### config.mk
export PLATFORM = sky130hd
export DESIGN_NAME = bldc_adc_spi_resp_flat
export DESIGN_NICKNAME = d
export VERILOG_FILES = /design/src/rtl/bldc_adc_spi_resp_pkg.sv /design/src/rtl/bldc_adc_spi_resp_if.sv /design/src/rtl/bldc_adc_spi_resp_shift.sv /design/src/rtl/bldc_adc_spi_resp.sv /design/src/flat_wrapper.sv
export SDC_FILE = /design/constraint.sdc
export NUM_CORES = 1
export LEC_CHECK = 0
export ABC_AREA = 1
export BUFFER_PORTS_ARGS = -buffer_cell sky130_fd_sc_hd__buf_2
export CAP_MARGIN = 20
export CORE_ASPECT_RATIO = 1.4
export CORE_MARGIN = 5
export CORE_UTILIZATION = 62
export CTS_CLUSTER_SIZE = 16
export DETAILED_ROUTE_END_ITERATION = 7
export GPL_TIMING_DRIVEN = 0
export PLACE_DENSITY = 0.95
export SYNTH_ARGS = -nofsm -noshare
export SYNTH_HDL_FRONTEND = slang
export SYNTH_HIERARCHICAL = 1
export SYNTH_SLANG_ARGS = --single-unit
export TNS_END_PERCENT = 10
### constraint.sdc
create_clock -name clk -period 4.7 [get_ports clk]
set_input_delay 0.47 -clock clk [delete_from_list [all_inputs] [get_ports clk]]
set_output_delay 0.47 -clock clk [all_outputs]
set_load 0.05 [all_outputs]
### src/rtl/bldc_adc_spi_resp_pkg.sv
// Shared definitions for the BLDC ADC SPI responder.
//   state_t        : handshake/frame FSM states
//   frame constants: slot layout of the MCP3208-class 19-slot SPI frame
//   mosi_bit()     : command bit driven on MOSI for a given slot
package bldc_adc_pkg;

    typedef enum logic [2:0] {
        IDLE,
        SETUP,
        SHIFT,
        HOLD,
        RESP,
        GAP
    } state_t;

    localparam int FRAME_SLOTS     = 19;
    localparam int CMD_SLOTS       = 5;
    localparam int NULL_SLOT       = 6;
    localparam int DATA_FIRST_SLOT = NULL_SLOT + 1;
    localparam int DATA_BITS       = 12;
    localparam int NUM_EXT_CH      = 8;

    // Slots 0/1 carry the start and single-ended bits, slots 2..4 the
    // channel number MSB first; everything after the command is driven low.
    function automatic logic mosi_bit(input logic [4:0] slot, input logic [2:0] ch);
        logic b;
        b = 1'b0;
        if (slot < 5'(CMD_SLOTS)) begin
            case (slot)
                5'd0, 5'd1: b = 1'b1;
                5'd2:       b = ch[2];
                5'd3:       b = ch[1];
                5'd4:       b = ch[0];
                default:    b = 1'b0;
            endcase
        end
        return b;
    endfunction

endpackage

### src/rtl/bldc_adc_spi_resp_if.sv
// Command/response stream between the BLDC ADC reading controller (master)
// and the SPI responder (slave).
//   cmd_vld_i/cmd_ch_i/cmd_sop_i/cmd_eop_i : command from controller
//   cmd_ready_o                             : responder can accept
//   rsp_vld_o                               : one-cycle response strobe
//   rsp_ch_o/rsp_data_o/rsp_sop_o/rsp_eop_o : response fields (held)
interface bldc_adc_spi_resp_if;

    logic        cmd_vld_i;
    logic [4:0]  cmd_ch_i;
    logic        cmd_sop_i;
    logic        cmd_eop_i;
    logic        cmd_ready_o;
    logic        rsp_vld_o;
    logic [4:0]  rsp_ch_o;
    logic [11:0] rsp_data_o;
    logic        rsp_sop_o;
    logic        rsp_eop_o;

    modport master (
        output cmd_vld_i, cmd_ch_i, cmd_sop_i, cmd_eop_i,
        input  cmd_ready_o,
        input  rsp_vld_o, rsp_ch_o, rsp_data_o, rsp_sop_o, rsp_eop_o
    );

    modport slave (
        input  cmd_vld_i, cmd_ch_i, cmd_sop_i, cmd_eop_i,
        output cmd_ready_o,
        output rsp_vld_o, rsp_ch_o, rsp_data_o, rsp_sop_o, rsp_eop_o
    );

endinterface

### src/rtl/bldc_adc_spi_resp_shift.sv
// SPI frame engine: clock divider, slot counter, SCLK/MOSI generation,
// MISO synchronizer and result shift register.
//   clk, rst   : system clock, synchronous active-high reset
//   state      : current FSM state of the top (selects what to generate)
//   start      : pulse on the accepting edge; latches the channel
//   ch         : external channel number 0..7
//   miso       : asynchronous serial data from the ADC
//   sclk, mosi : registered SPI pin drivers
//   div_tc     : last clk of a divider period (SETUP/SHIFT/HOLD/GAP)
//   frame_end  : last clk of the final slot
//   done       : last clk of HOLD
//   data       : assembled 12-bit conversion result
module bldc_adc_spi_shift
    import bldc_adc_pkg::*;
#(
    parameter int CLK_DIV = 13
) (
    input  logic                 clk,
    input  logic                 rst,
    input  state_t               state,
    input  logic                 start,
    input  logic [2:0]           ch,
    input  logic                 miso,
    output logic                 sclk,
    output logic                 mosi,
    output logic                 div_tc,
    output logic                 frame_end,
    output logic                 done,
    output logic [DATA_BITS-1:0] data
);

    localparam logic [7:0] DIV_LAST   = 8'(CLK_DIV - 1);
    localparam logic [4:0] LAST_SLOT  = 5'(FRAME_SLOTS - 1);
    localparam logic [4:0] FIRST_DATA = 5'(DATA_FIRST_SLOT);

    logic [7:0]           div_cnt;
    logic [4:0]           slot;
    logic [2:0]           ch_q;
    logic                 miso_m;
    logic                 miso_s;
    logic [DATA_BITS-1:0] shreg;
    logic                 counting;
    logic                 slot_end;

    // The divider also times GAP so the top needs no second counter.
    assign counting  = (state == SETUP) || (state == SHIFT) ||
                       (state == HOLD)  || (state == GAP);
    assign div_tc    = counting && (div_cnt == DIV_LAST);
    // A slot ends on the last clk of its sclk-high half.
    assign slot_end  = (state == SHIFT) && div_tc && sclk;
    assign frame_end = slot_end && (slot == LAST_SLOT);
    assign done      = (state == HOLD) && div_tc;
    assign data      = shreg;

    always_ff @(posedge clk) begin
        if (rst) begin
            div_cnt <= '0;
            slot    <= '0;
            sclk    <= 1'b0;
            mosi    <= 1'b0;
        end else begin
            div_cnt <= (!counting || div_tc) ? 8'd0 : div_cnt + 8'd1;

            if (state == SHIFT)
                sclk <= div_tc ? ~sclk : sclk;
            else
                sclk <= 1'b0;

            if (state != SHIFT)
                slot <= '0;
            else if (slot_end && !frame_end)
                slot <= slot + 5'd1;

            // MOSI moves only at slot boundaries, where sclk is going low;
            // slot 0 is presented as SETUP hands over to SHIFT.
            if (state == SETUP)
                mosi <= div_tc ? mosi_bit(5'd0, ch_q) : 1'b0;
            else if (state == SHIFT) begin
                if (slot_end)
                    mosi <= mosi_bit(slot + 5'd1, ch_q);
            end else
                mosi <= 1'b0;
        end
    end

    // Data path: channel latch, 2-flop MISO synchronizer, result shifter.
    // Slots up to the null bit are clocked past without capture.
    always_ff @(posedge clk) begin
        if (start)
            ch_q <= ch;
        miso_m <= miso;
        miso_s <= miso_m;
        if (slot_end && (slot >= FIRST_DATA))
            shreg <= {shreg[DATA_BITS-2:0], miso_s};
    end

endmodule

### src/rtl/bldc_adc_spi_resp.sv
// BLDC ADC responder: accepts one command at a time, runs one SPI
// conversion on an 8-channel 12-bit ADC and returns a one-cycle response.
//   clk, rst     : system clock, synchronous active-high reset
//   bus          : command/response stream (slave side)
//   adc_cs_n_o   : SPI chip select, active low
//   adc_sclk_o   : SPI clock, idle low
//   adc_mosi_o   : SPI data to ADC
//   adc_miso_i   : SPI data from ADC (asynchronous)
module bldc_adc_spi_resp
    import bldc_adc_pkg::*;
#(
    parameter int CLK_DIV = 13
) (
    input  logic                clk,
    input  logic                rst,
    bldc_adc_spi_resp_if.slave  bus,
    output logic                adc_cs_n_o,
    output logic                adc_sclk_o,
    output logic                adc_mosi_o,
    input  logic                adc_miso_i
);

    state_t               state;
    state_t               state_nxt;
    logic                 accept;
    logic                 ch_ok;
    logic [4:0]           ch_q;
    logic                 sop_q;
    logic                 eop_q;
    logic                 cs_n;
    logic                 div_tc;
    logic                 frame_end;
    logic                 spi_done;
    logic [DATA_BITS-1:0] spi_data;

    logic                 rsp_vld;
    logic [4:0]           rsp_ch;
    logic [11:0]          rsp_data;
    logic                 rsp_sop;
    logic                 rsp_eop;

    assign accept = bus.cmd_vld_i && (state == IDLE);
    assign ch_ok  = bus.cmd_ch_i < 5'(NUM_EXT_CH);

    bldc_adc_spi_shift #(
        .CLK_DIV (CLK_DIV)
    ) u_shift (
        .clk       (clk),
        .rst       (rst),
        .state     (state),
        .start     (accept && ch_ok),
        .ch        (bus.cmd_ch_i[2:0]),
        .miso      (adc_miso_i),
        .sclk      (adc_sclk_o),
        .mosi      (adc_mosi_o),
        .div_tc    (div_tc),
        .frame_end (frame_end),
        .done      (spi_done),
        .data      (spi_data)
    );

    always_ff @(posedge clk) begin
        if (rst)
            state <= IDLE;
        else
            state <= state_nxt;
    end

    // Out-of-range channels never touch the pins: straight to RESP.
    always_comb begin
        state_nxt = state;
        unique case (state)
            IDLE:    if (bus.cmd_vld_i) state_nxt = ch_ok ? SETUP : RESP;
            SETUP:   if (div_tc)        state_nxt = SHIFT;
            SHIFT:   if (frame_end)     state_nxt = HOLD;
            HOLD:    if (spi_done)      state_nxt = RESP;
            RESP:                       state_nxt = GAP;
            GAP:     if (div_tc)        state_nxt = IDLE;
            default:                    state_nxt = IDLE;
        endcase
    end

    always_ff @(posedge clk) begin
        if (accept) begin
            ch_q  <= bus.cmd_ch_i;
            sop_q <= bus.cmd_sop_i;
            eop_q <= bus.cmd_eop_i;
        end
    end

    // Response fields load only when entering RESP and then hold. An
    // invalid-channel command enters RESP on its own accepting edge, so
    // its fields come straight from the command inputs.
    always_ff @(posedge clk) begin
        if (rst) begin
            cs_n     <= 1'b1;
            rsp_vld  <= 1'b0;
            rsp_ch   <= '0;
            rsp_data <= '0;
            rsp_sop  <= 1'b0;
            rsp_eop  <= 1'b0;
        end else begin
            cs_n    <= !((state_nxt == SETUP) || (state_nxt == SHIFT) ||
                         (state_nxt == HOLD));
            rsp_vld <= (state_nxt == RESP);
            if (state_nxt == RESP) begin
                if (state == IDLE) begin
                    rsp_ch   <= bus.cmd_ch_i;
                    rsp_data <= '0;
                    rsp_sop  <= bus.cmd_sop_i;
                    rsp_eop  <= bus.cmd_eop_i;
                end else begin
                    rsp_ch   <= ch_q;
                    rsp_data <= spi_data;
                    rsp_sop  <= sop_q;
                    rsp_eop  <= eop_q;
                end
            end
        end
    end

    assign bus.cmd_ready_o = (state == IDLE);
    assign bus.rsp_vld_o   = rsp_vld;
    assign bus.rsp_ch_o    = rsp_ch;
    assign bus.rsp_data_o  = rsp_data;
    assign bus.rsp_sop_o   = rsp_sop;
    assign bus.rsp_eop_o   = rsp_eop;
    assign adc_cs_n_o      = cs_n;

endmodule

### src/flat_wrapper.sv
// flat-port wrapper written by rule: the top's interface ports become plain ports
module bldc_adc_spi_resp_flat import bldc_adc_pkg::*;
#(
    parameter int CLK_DIV = 13
)
  (clk, rst, adc_cs_n_o, adc_sclk_o, adc_mosi_o, adc_miso_i, bus_cmd_vld_i, bus_cmd_ch_i, bus_cmd_sop_i, bus_cmd_eop_i, bus_cmd_ready_o, bus_rsp_vld_o, bus_rsp_ch_o, bus_rsp_data_o, bus_rsp_sop_o, bus_rsp_eop_o);
  bldc_adc_spi_resp_if bus_i ();
  input  logic clk;
  input  logic rst;
  output logic adc_cs_n_o;
  output logic adc_sclk_o;
  output logic adc_mosi_o;
  input  logic adc_miso_i;
  input wire logic [$bits(bus_i.cmd_vld_i)-1:0] bus_cmd_vld_i;
  input wire logic [$bits(bus_i.cmd_ch_i)-1:0] bus_cmd_ch_i;
  input wire logic [$bits(bus_i.cmd_sop_i)-1:0] bus_cmd_sop_i;
  input wire logic [$bits(bus_i.cmd_eop_i)-1:0] bus_cmd_eop_i;
  output wire logic [$bits(bus_i.cmd_ready_o)-1:0] bus_cmd_ready_o;
  output wire logic [$bits(bus_i.rsp_vld_o)-1:0] bus_rsp_vld_o;
  output wire logic [$bits(bus_i.rsp_ch_o)-1:0] bus_rsp_ch_o;
  output wire logic [$bits(bus_i.rsp_data_o)-1:0] bus_rsp_data_o;
  output wire logic [$bits(bus_i.rsp_sop_o)-1:0] bus_rsp_sop_o;
  output wire logic [$bits(bus_i.rsp_eop_o)-1:0] bus_rsp_eop_o;
  assign bus_i.cmd_vld_i = bus_cmd_vld_i;
  assign bus_i.cmd_ch_i = bus_cmd_ch_i;
  assign bus_i.cmd_sop_i = bus_cmd_sop_i;
  assign bus_i.cmd_eop_i = bus_cmd_eop_i;
  assign bus_cmd_ready_o = bus_i.cmd_ready_o;
  assign bus_rsp_vld_o = bus_i.rsp_vld_o;
  assign bus_rsp_ch_o = bus_i.rsp_ch_o;
  assign bus_rsp_data_o = bus_i.rsp_data_o;
  assign bus_rsp_sop_o = bus_i.rsp_sop_o;
  assign bus_rsp_eop_o = bus_i.rsp_eop_o;
  bldc_adc_spi_resp #(.CLK_DIV(CLK_DIV)) u_core (.clk(clk), .rst(rst), .bus(bus_i), .adc_cs_n_o(adc_cs_n_o), .adc_sclk_o(adc_sclk_o), .adc_mosi_o(adc_mosi_o), .adc_miso_i(adc_miso_i));
endmodule
==> impl_metrics.toml <==
[worst_setup_path]
endpoint_kind = "flop"
crit_fanout = 10
cp_common_cell = "inv_1"
slowest_stage = "clkbuf_1"
cpPeakStageDelay_ns = 0.38
cp_data_required_time_ns = 4.94
r2r_slack_ns = 2.36
critical_path.startpoint = "u_core/u_shift/div_cnt[0]$_SDFF_PP0_"
cp.arrival_ns = 2.58
regToRegStartpoint = "u_core/u_shift/div_cnt[0]$_SDFF_PP0_"
startpoint_type = "flop"
crit_type = "reg -> reg"
r2r_cells = 13
r2r_end = "u_core/bus.rsp_data_o[6]$_SDFFE_PP0P_"
critical_path.cell_chain = "inv_1, ha_1, nand3_1, nor2_4, inv_1, nor3_1, inv_1, nand2_1, o21a_1, clkbuf_1, nand4_1, nand2_1, nor2_1"

[sta]
hold_violations = 0
setup_violations = 0
grt_setup_unrepaired = "no"
fin_crit_ns = 2.34
max-slew-margin-rel_pct = 64.5
fmax_mhz = 427
tightest_slew_ns = 0.532
min_period_over_period_pct = 49.8
fin_tns_setup_ns = 0
setup_slack_ns = 2.36
slew_viol_final = 0
fin_skew_ns = 0.00794

[synthesis]
synth.cell_area_um2 = 2990
synth-xor-area-share_pct = 0.293
synth-adder-area-share_pct = 2.51
synth_top_family_by_area = "simple AND/OR/NAND/NOR gates"
synth_nets = 399
yosysUniqueCellTypes = 29
synth-seq-cells = 63
synth_compound_area_share_pct = 4.31
syn_inst = 382
yosysWarningCount = 6
synth.avg_cell_area_um2 = 7.83
ys_seq_area_share_pct = 49.5
synthMuxAreaShare_pct = 0
synthSimpleGateAreaFrac_pct = 32.5

[detailed_routing]
route.detailed.drc = 0
first_iter_violations = 145
vias_per_cell = 4.96
vias = 2467
dr.pass1.iters = 5
wl_per_cell_um = 11.9
routed_wirelength_um = 5920
ant_nets = 0

[power_and_ir_drop]
cell_internal_pwr_w = 0.000934
finalPower_w = 0.00139
power.switching_fraction_pct = 32.9
switching_power_w = 0.000458
seq_power_share_pct = 44.7
pwr-share-clk_pct = 31.8
power_density_nw_per_um2 = 406
ir_drop_uv = 298
combPwrFrac_pct = 23.5
leakagePower_nw = 1.59

[final_layout]
fillers = 364
fin_util_pct = 72.0
fin_nets = 445
drive_gt1_share_pct = 20.1
area_growth_syn_to_layout_pct = 14.7
num_antenna_cells = 0

[placed_design]
post-place-ws_ns = 2.39
place_hpwl_um = 4310
place.gp.congestion = 0.809
port_buffers = 34

[worst_hold_path]
whs_path_depth = 1
min_to = "u_core/u_shift/miso_m$_DFF_P_"
min_from = "adc_miso_i"
hold_path.class = "in -> reg"

[clock_tree]
cts_hold_buf = 0
cts_buffers = 9
cts_resized = 0
htreeDepth = 3
clk_latency_ns = 0.34
path_clk_slew_ns = 0.06
cts_tree = "built"
cts_root_buf = "clkbuf_8"
cts_setup_buffers = 0
clkSinkCount = 63
clk_path_buf_depth = 2

[global_routing]
antenna_found_initial = 0
grt_usage_pct = 21.5
grt_max_degree = 12
grt_remaining_overflow = 0
grt_pass1_wl_um = 10100
grt_pass1_vias = 2397

[floorplanning]
die-area_um2 = 6330
rows = 30
coreArea_um2 = 4770
die_y_um = 92.2
fp.dieW_um = 68.7
num_io_pins = 35
initial_core_util_pct = 62.7

[status]
status = "finished clean"

[flow_run]
max_cap_viol_count = 0
stage by stage:
stage	instance area [um2]	hold WS [ns]	cells
after floorplan	2990	0.310	382
after CTS	3430	0.213	497
final	3430	0.233	497
after global placement	3240	0.321	480
after detailed placement	3250	0.319	481
after global routing	3430	0.204	497
critical path, delay by kind of cell, from the launching register on:
kind,cells,cell delay (ns)
adders and majority gates,1,0.16
buffers and inverters,4,0.61
AOI/OAI and AO/OA,1,0.22
and+or+nand+nor,7,0.90
DFF,1,0.35
cell usage in the layout (no fill, tap or decap):
master,count
a21oi_1,8
a21oi_2,1
a31oi_1,1
buf_2,39
buf_4,1
buf_6,3
bufinv_16,1
clkbuf_1,5
clkbuf_8,9
clkinv_1,2
clkinv_2,1
clkinv_4,1
dfxtp_1,41
edfxtp_1,22
ha_1,6
inv_1,60
inv_2,8
nand2_1,98
nand2_2,10
nand3_1,14
nand3_2,1
nand3_4,1
nand4_1,14
nand4_4,1
nor2_1,61
nor2_2,3
nor2_4,5
nor3_1,1
nor3_2,1
nor3b_1,2
o21a_1,3
o21ai_0,7
o21ai_4,1
xnor2_1,1
cell usage after synthesis:
cell type / n / area (um2)
nor3_2: 1 / 10.0
dfxtp_1: 41 / 821
nor3_1: 1 / 5.00
nand2_2: 10 / 62.6
nand4_1: 14 / 87.6
nand3_1: 14 / 70.1
inv_1: 60 / 225
nor3b_1: 2 / 15.0
a21oi_2: 1 / 8.76
xnor2_1: 1 / 8.76
nand4_4: 1 / 21.3
o21a_1: 3 / 22.5
nand2_1: 98 / 368
nor2_1: 61 / 229
clkinv_1: 1 / 3.75
a31oi_1: 1 / 6.26
edfxtp_1: 22 / 661
o21ai_4: 1 / 16.3
inv_2: 8 / 30.0
buf_6: 3 / 33.8
clkbuf_1: 2 / 7.51
buf_2: 5 / 25.0
ha_1: 6 / 75.1
nor2_4: 5 / 56.3
nand3_4: 1 / 17.5
nor2_2: 3 / 18.8
a21oi_1: 8 / 40.0
o21ai_0: 7 / 35.0
nand3_2: 1 / 10.0
layout make-up:
type | count | area, um2 | area share [%]
inverter | 69 | 259 | 7.55
clock buffer | 12 | 135 | 3.94
clock inverter | 4 | 47.5 | 1.39
tap | 64 | 80.1 | 2.33
timing repair buffer | 35 | 178 | 5.18
sequential | 63 | 1480 | 43.2
multi-input combinational | 240 | 1180 | 34.5
buffer | 10 | 66.3 | 1.93
flip-flops by register name, summed over array words and instances, names as in the netlist:
| name | flops |
|---|---|
| u_core/u_shift/data | 12 |
| u_core/bus.rsp_ch_o | 5 |
| u_core/sop_q | 1 |
| u_core/u_shift/sclk | 1 |
| u_core/ch_q | 5 |
| u_core/u_shift/div_cnt | 8 |
| u_core/eop_q | 1 |
| u_core/u_shift/miso_s | 1 |
| u_core/u_shift/slot | 5 |
| u_core/adc_cs_n_o | 1 |
| u_core/u_shift/mosi | 1 |
| u_core/bus.rsp_sop_o | 1 |
| u_core/bus.rsp_vld_o | 1 |
| u_core/bus.rsp_eop_o | 1 |
| u_core/u_shift/ch_q | 3 |
| u_core/bus.rsp_data_o | 12 |
| u_core/state | 3 |
| u_core/u_shift/miso_m | 1 |
per-layer routing:
layer  track usage, %  routed length [um]
met3             6.86                 352
met5                0                   0
met1             24.1                2370
met4             12.0                 118
met2             34.9                3080
worst max path at each step:
stage                                                        to  slack, ns  cells after the start
after floorplan                u_core/u_shift/data[0]$_DFFE_PP_       2.65                      6
after CTS                 u_core/bus.rsp_data_o[6]$_SDFFE_PP0P_       2.37                     13
after global routing      u_core/bus.rsp_data_o[6]$_SDFFE_PP0P_       2.10                     13
after detailed placement  u_core/bus.rsp_data_o[6]$_SDFFE_PP0P_       2.39                     13
final                     u_core/bus.rsp_data_o[6]$_SDFFE_PP0P_       2.36                     13
after global placement         u_core/u_shift/data[1]$_DFFE_PP_       2.32                      6
power groups by stage:
| stage | sequential (W) | clock [W] | combinational, W |
|---|---|---|---|
| after global placement | 0.000632 | 0 | 0.000320 |
| final | 0.000622 | 0.000443 | 0.000328 |
| after global routing | 0.000626 | 0.000482 | 0.000362 |
| after detailed placement | 0.000634 | 0 | 0.000327 |
| after floorplan | 0.000732 | 0 | 0.000160 |
| after CTS | 0.000622 | 0.000456 | 0.000329 |
kinds of logic after synthesis:
kind of cell	Yosys count
compound gates	21
flops	63
xor+xnor	1
fa+ha+maj	6
buf+inv	79
simple gates	212
No activity file was read; power rests on OpenSTA's default activity.
